`src/rtl/homography_arbiter.sv`:
```
// Round-robin arbiter sharing one homography lookup engine between two pixel
// requesters. It keeps one engine transaction in flight, checks the echoed coordinate, and abandons a silent engine after a timeout.
module homography_arbiter #(
    parameter int TIMEOUT = 1023,
    parameter int CNT_W   = 10
) (
    input  logic        clk_25,
    input  logic        rst,
    input  logic        req0_start,
    input  logic [9:0]  req0_x,
    input  logic [9:0]  req0_y,
    output logic        req0_busy,
    output logic        req0_ready,
    output logic        req0_timeout,
    input  logic        req1_start,
    input  logic [9:0]  req1_x,
    input  logic [9:0]  req1_y,
    output logic        req1_busy,
    output logic        req1_ready,
    output logic        req1_timeout,
    output logic        hom_start,
    output logic [9:0]  hom_query_x,
    output logic [9:0]  hom_query_y,
    input  logic        hom_ready,
    input  logic [9:0]  hom_return_x,
    input  logic [9:0]  hom_return_y,
    input  logic [4:0]  hom_r,
    input  logic [5:0]  hom_g,
    input  logic [4:0]  hom_b,
    output logic [9:0]  rsp_x,
    output logic [9:0]  rsp_y,
    output logic [4:0]  rsp_r,
    output logic [5:0]  rsp_g,
    output logic [4:0]  rsp_b,
    output logic        grant_id,
    output logic        mismatch
);
    typedef enum logic {S_IDLE, S_WAIT} state_t;

    localparam logic [CNT_W-1:0] CNT_LAST = CNT_W'(TIMEOUT - 1);

    state_t           state_q, state_d;
    logic [1:0]       pending_q, pending_d;
    logic [9:0]       lat_x_q [2];
    logic [9:0]       lat_x_d [2];
    logic [9:0]       lat_y_q [2];
    logic [9:0]       lat_y_d [2];
    logic             last_grant_q, last_grant_d;
    logic             grant_q, grant_d;
    logic [CNT_W-1:0] cnt_q, cnt_d;
    logic             hom_start_q, hom_start_d;
    logic [9:0]       query_x_q, query_x_d;
    logic [9:0]       query_y_q, query_y_d;
    logic [1:0]       ready_q, ready_d;
    logic [1:0]       timeout_q, timeout_d;
    logic             mismatch_q, mismatch_d;
    logic [9:0]       rsp_x_q, rsp_x_d;
    logic [9:0]       rsp_y_q, rsp_y_d;
    logic [4:0]       rsp_r_q, rsp_r_d;
    logic [5:0]       rsp_g_q, rsp_g_d;
    logic [4:0]       rsp_b_q, rsp_b_d;

    logic [1:0]       req_start;
    logic [9:0]       req_x [2];
    logic [9:0]       req_y [2];
    logic             winner;

    assign req_start = {req1_start, req0_start};
    assign req_x[0]  = req0_x;
    assign req_x[1]  = req1_x;
    assign req_y[0]  = req0_y;
    assign req_y[1]  = req1_y;

    // On a tie the requester that did not win last time goes next.
    assign winner = (&pending_q) ? ~last_grant_q : pending_q[1];

    always_comb begin
        // NOTE: every signal written here gets a default first so no path can infer a latch.
        state_d      = state_q;
        pending_d    = pending_q;
        lat_x_d      = lat_x_q;
        lat_y_d      = lat_y_q;
        last_grant_d = last_grant_q;
        grant_d      = grant_q;
        cnt_d        = cnt_q;
        query_x_d    = query_x_q;
        query_y_d    = query_y_q;
        rsp_x_d      = rsp_x_q;
        rsp_y_d      = rsp_y_q;
        rsp_r_d      = rsp_r_q;
        rsp_g_d      = rsp_g_q;
        rsp_b_d      = rsp_b_q;
        hom_start_d  = 1'b0;
        ready_d      = 2'b00;
        timeout_d    = 2'b00;
        mismatch_d   = 1'b0;

        for (int i = 0; i < 2; i++) begin
            if (req_start[i] && !pending_q[i]) begin
                pending_d[i] = 1'b1;
                lat_x_d[i]   = req_x[i];
                lat_y_d[i]   = req_y[i];
            end
        end

        case (state_q)
            S_IDLE: begin
                if (|pending_q) begin
                    grant_d      = winner;
                    last_grant_d = winner;
                    query_x_d    = lat_x_q[winner];
                    query_y_d    = lat_y_q[winner];
                    hom_start_d  = 1'b1;
                    cnt_d        = '0;
                    state_d      = S_WAIT;
                end
            end
            S_WAIT: begin
                // A response on the last allowed cycle still counts as a completion.
                if (hom_ready) begin
                    rsp_x_d            = hom_return_x;
                    rsp_y_d            = hom_return_y;
                    rsp_r_d            = hom_r;
                    rsp_g_d            = hom_g;
                    rsp_b_d            = hom_b;
                    ready_d[grant_q]   = 1'b1;
                    mismatch_d         = {hom_return_x, hom_return_y} != {query_x_q, query_y_q};
                    pending_d[grant_q] = 1'b0;
                    state_d            = S_IDLE;
                end else if (cnt_q == CNT_LAST) begin
                    timeout_d[grant_q] = 1'b1;
                    pending_d[grant_q] = 1'b0;
                    state_d            = S_IDLE;
                end else begin
                    cnt_d = cnt_q + 1'b1;
                end
            end
        endcase
    end

    // NOTE: state registers use non-blocking assignments so every flop samples pre-edge values.
    always_ff @(posedge clk_25) begin
        if (rst) begin
            state_q      <= S_IDLE;
            pending_q    <= 2'b00;
            last_grant_q <= 1'b1;
            grant_q      <= 1'b0;
            cnt_q        <= '0;
            hom_start_q  <= 1'b0;
            query_x_q    <= '0;
            query_y_q    <= '0;
            ready_q      <= 2'b00;
            timeout_q    <= 2'b00;
            mismatch_q   <= 1'b0;
            rsp_x_q      <= '0;
            rsp_y_q      <= '0;
            rsp_r_q      <= '0;
            rsp_g_q      <= '0;
            rsp_b_q      <= '0;
        end else begin
            state_q      <= state_d;
            pending_q    <= pending_d;
            last_grant_q <= last_grant_d;
            grant_q      <= grant_d;
            cnt_q        <= cnt_d;
            hom_start_q  <= hom_start_d;
            query_x_q    <= query_x_d;
            query_y_q    <= query_y_d;
            ready_q      <= ready_d;
            timeout_q    <= timeout_d;
            mismatch_q   <= mismatch_d;
            rsp_x_q      <= rsp_x_d;
            rsp_y_q      <= rsp_y_d;
            rsp_r_q      <= rsp_r_d;
            rsp_g_q      <= rsp_g_d;
            rsp_b_q      <= rsp_b_d;
        end
    end

    // NOTE: latched query coordinates are not reset; they are only read while their pending bit is set.
    always_ff @(posedge clk_25) begin
        lat_x_q <= lat_x_d;
        lat_y_q <= lat_y_d;
    end

    assign req0_busy    = pending_q[0];
    assign req1_busy    = pending_q[1];
    assign req0_ready   = ready_q[0];
    assign req1_ready   = ready_q[1];
    assign req0_timeout = timeout_q[0];
    assign req1_timeout = timeout_q[1];
    assign hom_start    = hom_start_q;
    assign hom_query_x  = query_x_q;
    assign hom_query_y  = query_y_q;
    assign rsp_x        = rsp_x_q;
    assign rsp_y        = rsp_y_q;
    assign rsp_r        = rsp_r_q;
    assign rsp_g        = rsp_g_q;
    assign rsp_b        = rsp_b_q;
    assign grant_id     = grant_q;
    assign mismatch     = mismatch_q;

endmodule

```
`config.mk`:
```
export PLATFORM = sky130hd
export DESIGN_NAME = homography_arbiter
export DESIGN_NICKNAME = d
export VERILOG_FILES = /design/src/rtl/homography_arbiter.sv
export SDC_FILE = /design/constraint.sdc
export NUM_CORES = 1
export LEC_CHECK = 0
export BUFFER_PORTS_ARGS = -buffer_cell sky130_fd_sc_hd__buf_2
export CORE_MARGIN = 8
export CORE_UTILIZATION = 53
export CTS_CLUSTER_DIAMETER = 200
export DETAILED_ROUTE_END_ITERATION = 10
export GPL_TIMING_DRIVEN = 0
export PLACE_DENSITY_LB_ADDON = 0.05
export SKIP_LAST_GASP = 1
export SYNTH_ARGS = -nofsm -noshare
export SYNTH_HDL_FRONTEND = slang
export SYNTH_SLANG_ARGS = --single-unit
```
`constraint.sdc`:
```
create_clock -name clk_25 -period 4.98 [get_ports clk_25]
set_clock_uncertainty 0.1 [all_clocks]
set_input_delay 0.249 -clock clk_25 [delete_from_list [all_inputs] [get_ports clk_25]]
set_output_delay 0.249 -clock clk_25 [all_outputs]
set_load 0.005 [all_outputs]
```
==> flow_metrics.tcl <==
set metrics [dict create \
    result_of_the_run "completed" \
    rsz_0062_raised_after_global_routing "false" \
    cts_resized 0 \
    dieHeight_um 107 \
    layout.cells.non_filler 775 \
    timing.critical_path.to_type "register" \
    clock_tree.htree_level_count 4 \
    ys_dominant_reg_cell "dfxtp_1" \
    grtUsageTotal_pct 24.4 \
    p_sw_uw 648 \
    critPathSlowestCell "clkbuf_1" \
    synthXorXnorAreaFrac_pct 3.95 \
    post_synth_num_cell_types 39 \
    num_rows 33 \
    yosys_warnings 0 \
    combPwrFrac_pct 11.6 \
    cts.sinks 117 \
    first_global_vias 4109 \
    post_cts_setup_buffer_count 0 \
    drc_errors 0 \
    crit_path_cell_trace "nand2_1, clkbuf_1, clkbuf_1, nand2_1, a21oi_1" \
    synthesis.instances 414 \
    power.density_nw_per_um2 391 \
    setup-violations-final 0 \
    wire_length_of_the_first_global_routing_pass_um 21700 \
    drt.antenna.violating_nets 0 \
    dp_hpwl_um 8770 \
    synth_enable_flop_cells 40 \
    dominant_combinational_cell_family_by_area_after_synthesis "simple AND/OR/NAND/NOR gates" \
    route.final.wire_length_um 13800 \
    grt_antenna_before_repair 0 \
    drt-pass1-iter-count 4 \
    worst_skew_pair.late_latency_ns 0.51 \
    drtIter0Drc 199 \
    num-nets-final 740 \
    setup.worst_path.class "register to register" \
    commonest_cells_after_routing_fill_and_taps_aside "148 x buf_2, 78 x dlygate4sd3_1, 77 x nand2_1, 77 x dfxtp_1, 47 x a21oi_1" \
    antenna_cells 0 \
    cp_slowest_stage_delay_ns 0.42 \
    floorplan.die_area_um2 11500 \
    post_synth.cell_area_avg_um2 10.7 \
    max_freq_ghz 0.562 \
    power_switching_share_pct 24.8 \
    crit_fanout 10 \
    peak_supply_drop_uv 332 \
    ys_seq_elements 117 \
    layout-drive-gt1-share_pct 29.1 \
    netlist_area_um2 4430 \
    slew_headroom_pct 60.8 \
    cp.required_ns 5.31 \
    dp_cells 665 \
    cts.path.max_buffers 2 \
    post_cts_hold_buffer_count 78 \
    worst_setup_path_start_kind "register" \
    mappedNetlistNets 497 \
    detail_route.wl_per_cell_um 17.8 \
    holdCritPathClass "input pin to register" \
    p_seq_share_pct 41.8 \
    timing.critical_path.arrival_ns 2.11 \
    pin_count_of_the_biggest_net_entering_global_routing 18 \
    final_estimated_routing_congestion_in_global_placement 0.849 \
    grt.overflow.total 0 \
    synth_compound_area_share_pct 11.8 \
    drv_cap 0 \
    core_area_um2 8180 \
    setup_total_negative_slack_ns 0 \
    finalMaxSlewViolations 0 \
    pwr-share-clk_pct 46.5 \
    die_width_um 107 \
    synth-simple-area-share_pct 14.5 \
    tritoncts "built" \
    fin_crit_sh_pct 35.7 \
    areaGrowthSynthToFinish_pct 51.0 \
    worst-slew-pin-transition_ns 0.586 \
    p_int_mw 1.97 \
    cts-root-buf "clkbuf_8" \
    ios 146 \
    async_reset_ff_share_pct 0 \
    cts_made_buffers 17 \
    portBuffers 144 \
    post_synth_mux_area_share_pct 4.52 \
    synth_sequential_area_ratio_pct 61.9 \
    hold_violations 0 \
    vias_after_detailed_routing 3986 \
    final_common_cell "buf_2" \
    layout_min_cycle_time_ns 1.78 \
    detail_route.vias_per_cell 5.14 \
    synth-adder-area-share_pct 0.564 \
    leakage_nw 2.76 \
    cts.reportedPaths.clkPinSlew_ns 0.06 \
    initial_utilization_pct 54.2 \
]
[critical path: cells and delay by family (launching register included)]
kind	cells	cell delay, ns
compound gates	1	0.16
flops	1	0.40
simple gates	2	0.26
buf+inv	2	0.80
[cells in the mapped netlist, types with 2 or more instances]
| cell | instances | area share, % |
|---|---|---|
| or4_1 | 4 | 0.68 |
| nor4_1 | 5 | 0.71 |
| o21a_1 | 2 | 0.34 |
| nand3_1 | 7 | 0.79 |
| nand2b_1 | 2 | 0.28 |
| xor2_1 | 8 | 1.6 |
| nor2b_1 | 2 | 0.28 |
| clkbuf_1 | 16 | 1.4 |
| nor2_1 | 28 | 2.4 |
| o21ai_0 | 4 | 0.45 |
| buf_2 | 4 | 0.45 |
| mux2i_1 | 20 | 4.5 |
| nand4_1 | 3 | 0.42 |
| dfxtp_1 | 77 | 35 |
| or3_2 | 3 | 0.51 |
| nand4_2 | 2 | 0.56 |
| buf_4 | 2 | 0.34 |
| a21oi_1 | 47 | 5.3 |
| xnor2_1 | 12 | 2.4 |
| a211oi_1 | 22 | 3.7 |
| ha_1 | 2 | 0.56 |
| edfxtp_1 | 40 | 27 |
| o31ai_1 | 3 | 0.51 |
| nor3_1 | 4 | 0.45 |
| inv_1 | 5 | 0.42 |
| nand2_1 | 77 | 6.5 |
[registers in the layout, indices dropped and copies added (netlist names), 6 cells and up]
name	count
rsp_g	6
hom_query_x	10
cnt_q	10
lat_x_q	20
rsp_y	10
hom_query_y	10
rsp_x	10
lat_y_q	20
[power by group through the flow]
stage	Combinational (mW)	Sequential, mW	Clock (mW)
2_1_floorplan	0.131	1.11	0
3_3_place_gp	0.244	1.11	0
3_5_place_dp	0.251	1.11	0
4_1_cts	0.300	1.09	1.21
5_1_grt	0.333	1.10	1.27
6_report	0.305	1.10	1.22
[cells by family after synthesis]
kind of cell / after synthesis
AO/OA/AOI/OAI: 85
adder cells (fa/ha/maj): 2
AND/OR/NAND/NOR: 142
flip-flops: 117
multiplexers: 20
buffers and inverters: 28
XOR/XNOR: 20
[final cells by class]
type | count | area [um^2]
plain buffers | 23 | 106
flip-flops and latches | 117 | 2740
clock inverters | 14 | 175
fillers | 514 | 1480
inverters | 5 | 18.8
multi-input cells | 269 | 1570
well taps | 105 | 131
repair buffers | 224 | 1530
clock buffers | 18 | 418
[worst paths after layout]
| path | from | to | slack, ns | cells past startpoint |
|---|---|---|---|---|
| setup / recovery | state_q | rsp_b[3] | 3.20 | 5 |
| hold / removal | hom_ready | pending_q[0] | 0.08 | 3 |
| setup reg to reg | state_q | rsp_b[3] | 3.20 | 5 |
| hold reg to reg | rsp_g[0] | rsp_g[0] | 0.35 | 2 |
[stage by stage]
step                power (mW)  worst slack (ns)  cell area (um^2)  utilization, %  hold WS, ns
CTS                       2.61              3.20              6690            81.9       0.0550
detailed placement        1.36              3.24              5320            65.1        0.327
finish                    2.62              3.20              6690            81.9       0.0826
global route              2.71              3.01              6690            81.9       0.0775
global placement          1.35              2.71              5290            64.6        0.325
floorplan                 1.24              3.18              4430               -        0.248
[routing by layer]
| metal | global-route usage (%) | vias to the layer above | share of wire, % |
|---|---|---|---|
| met5 | 0 | - | 0 |
| met4 | 10.0 | 0 | 2.3 |
| met3 | 8.86 | 25 | 7.7 |
| met2 | 39.9 | 159 | 49 |
| met1 | 28.4 | 1850 | 41 |
| li1 | - | 1952 | - |
Power figures use the tool's default switching activity.
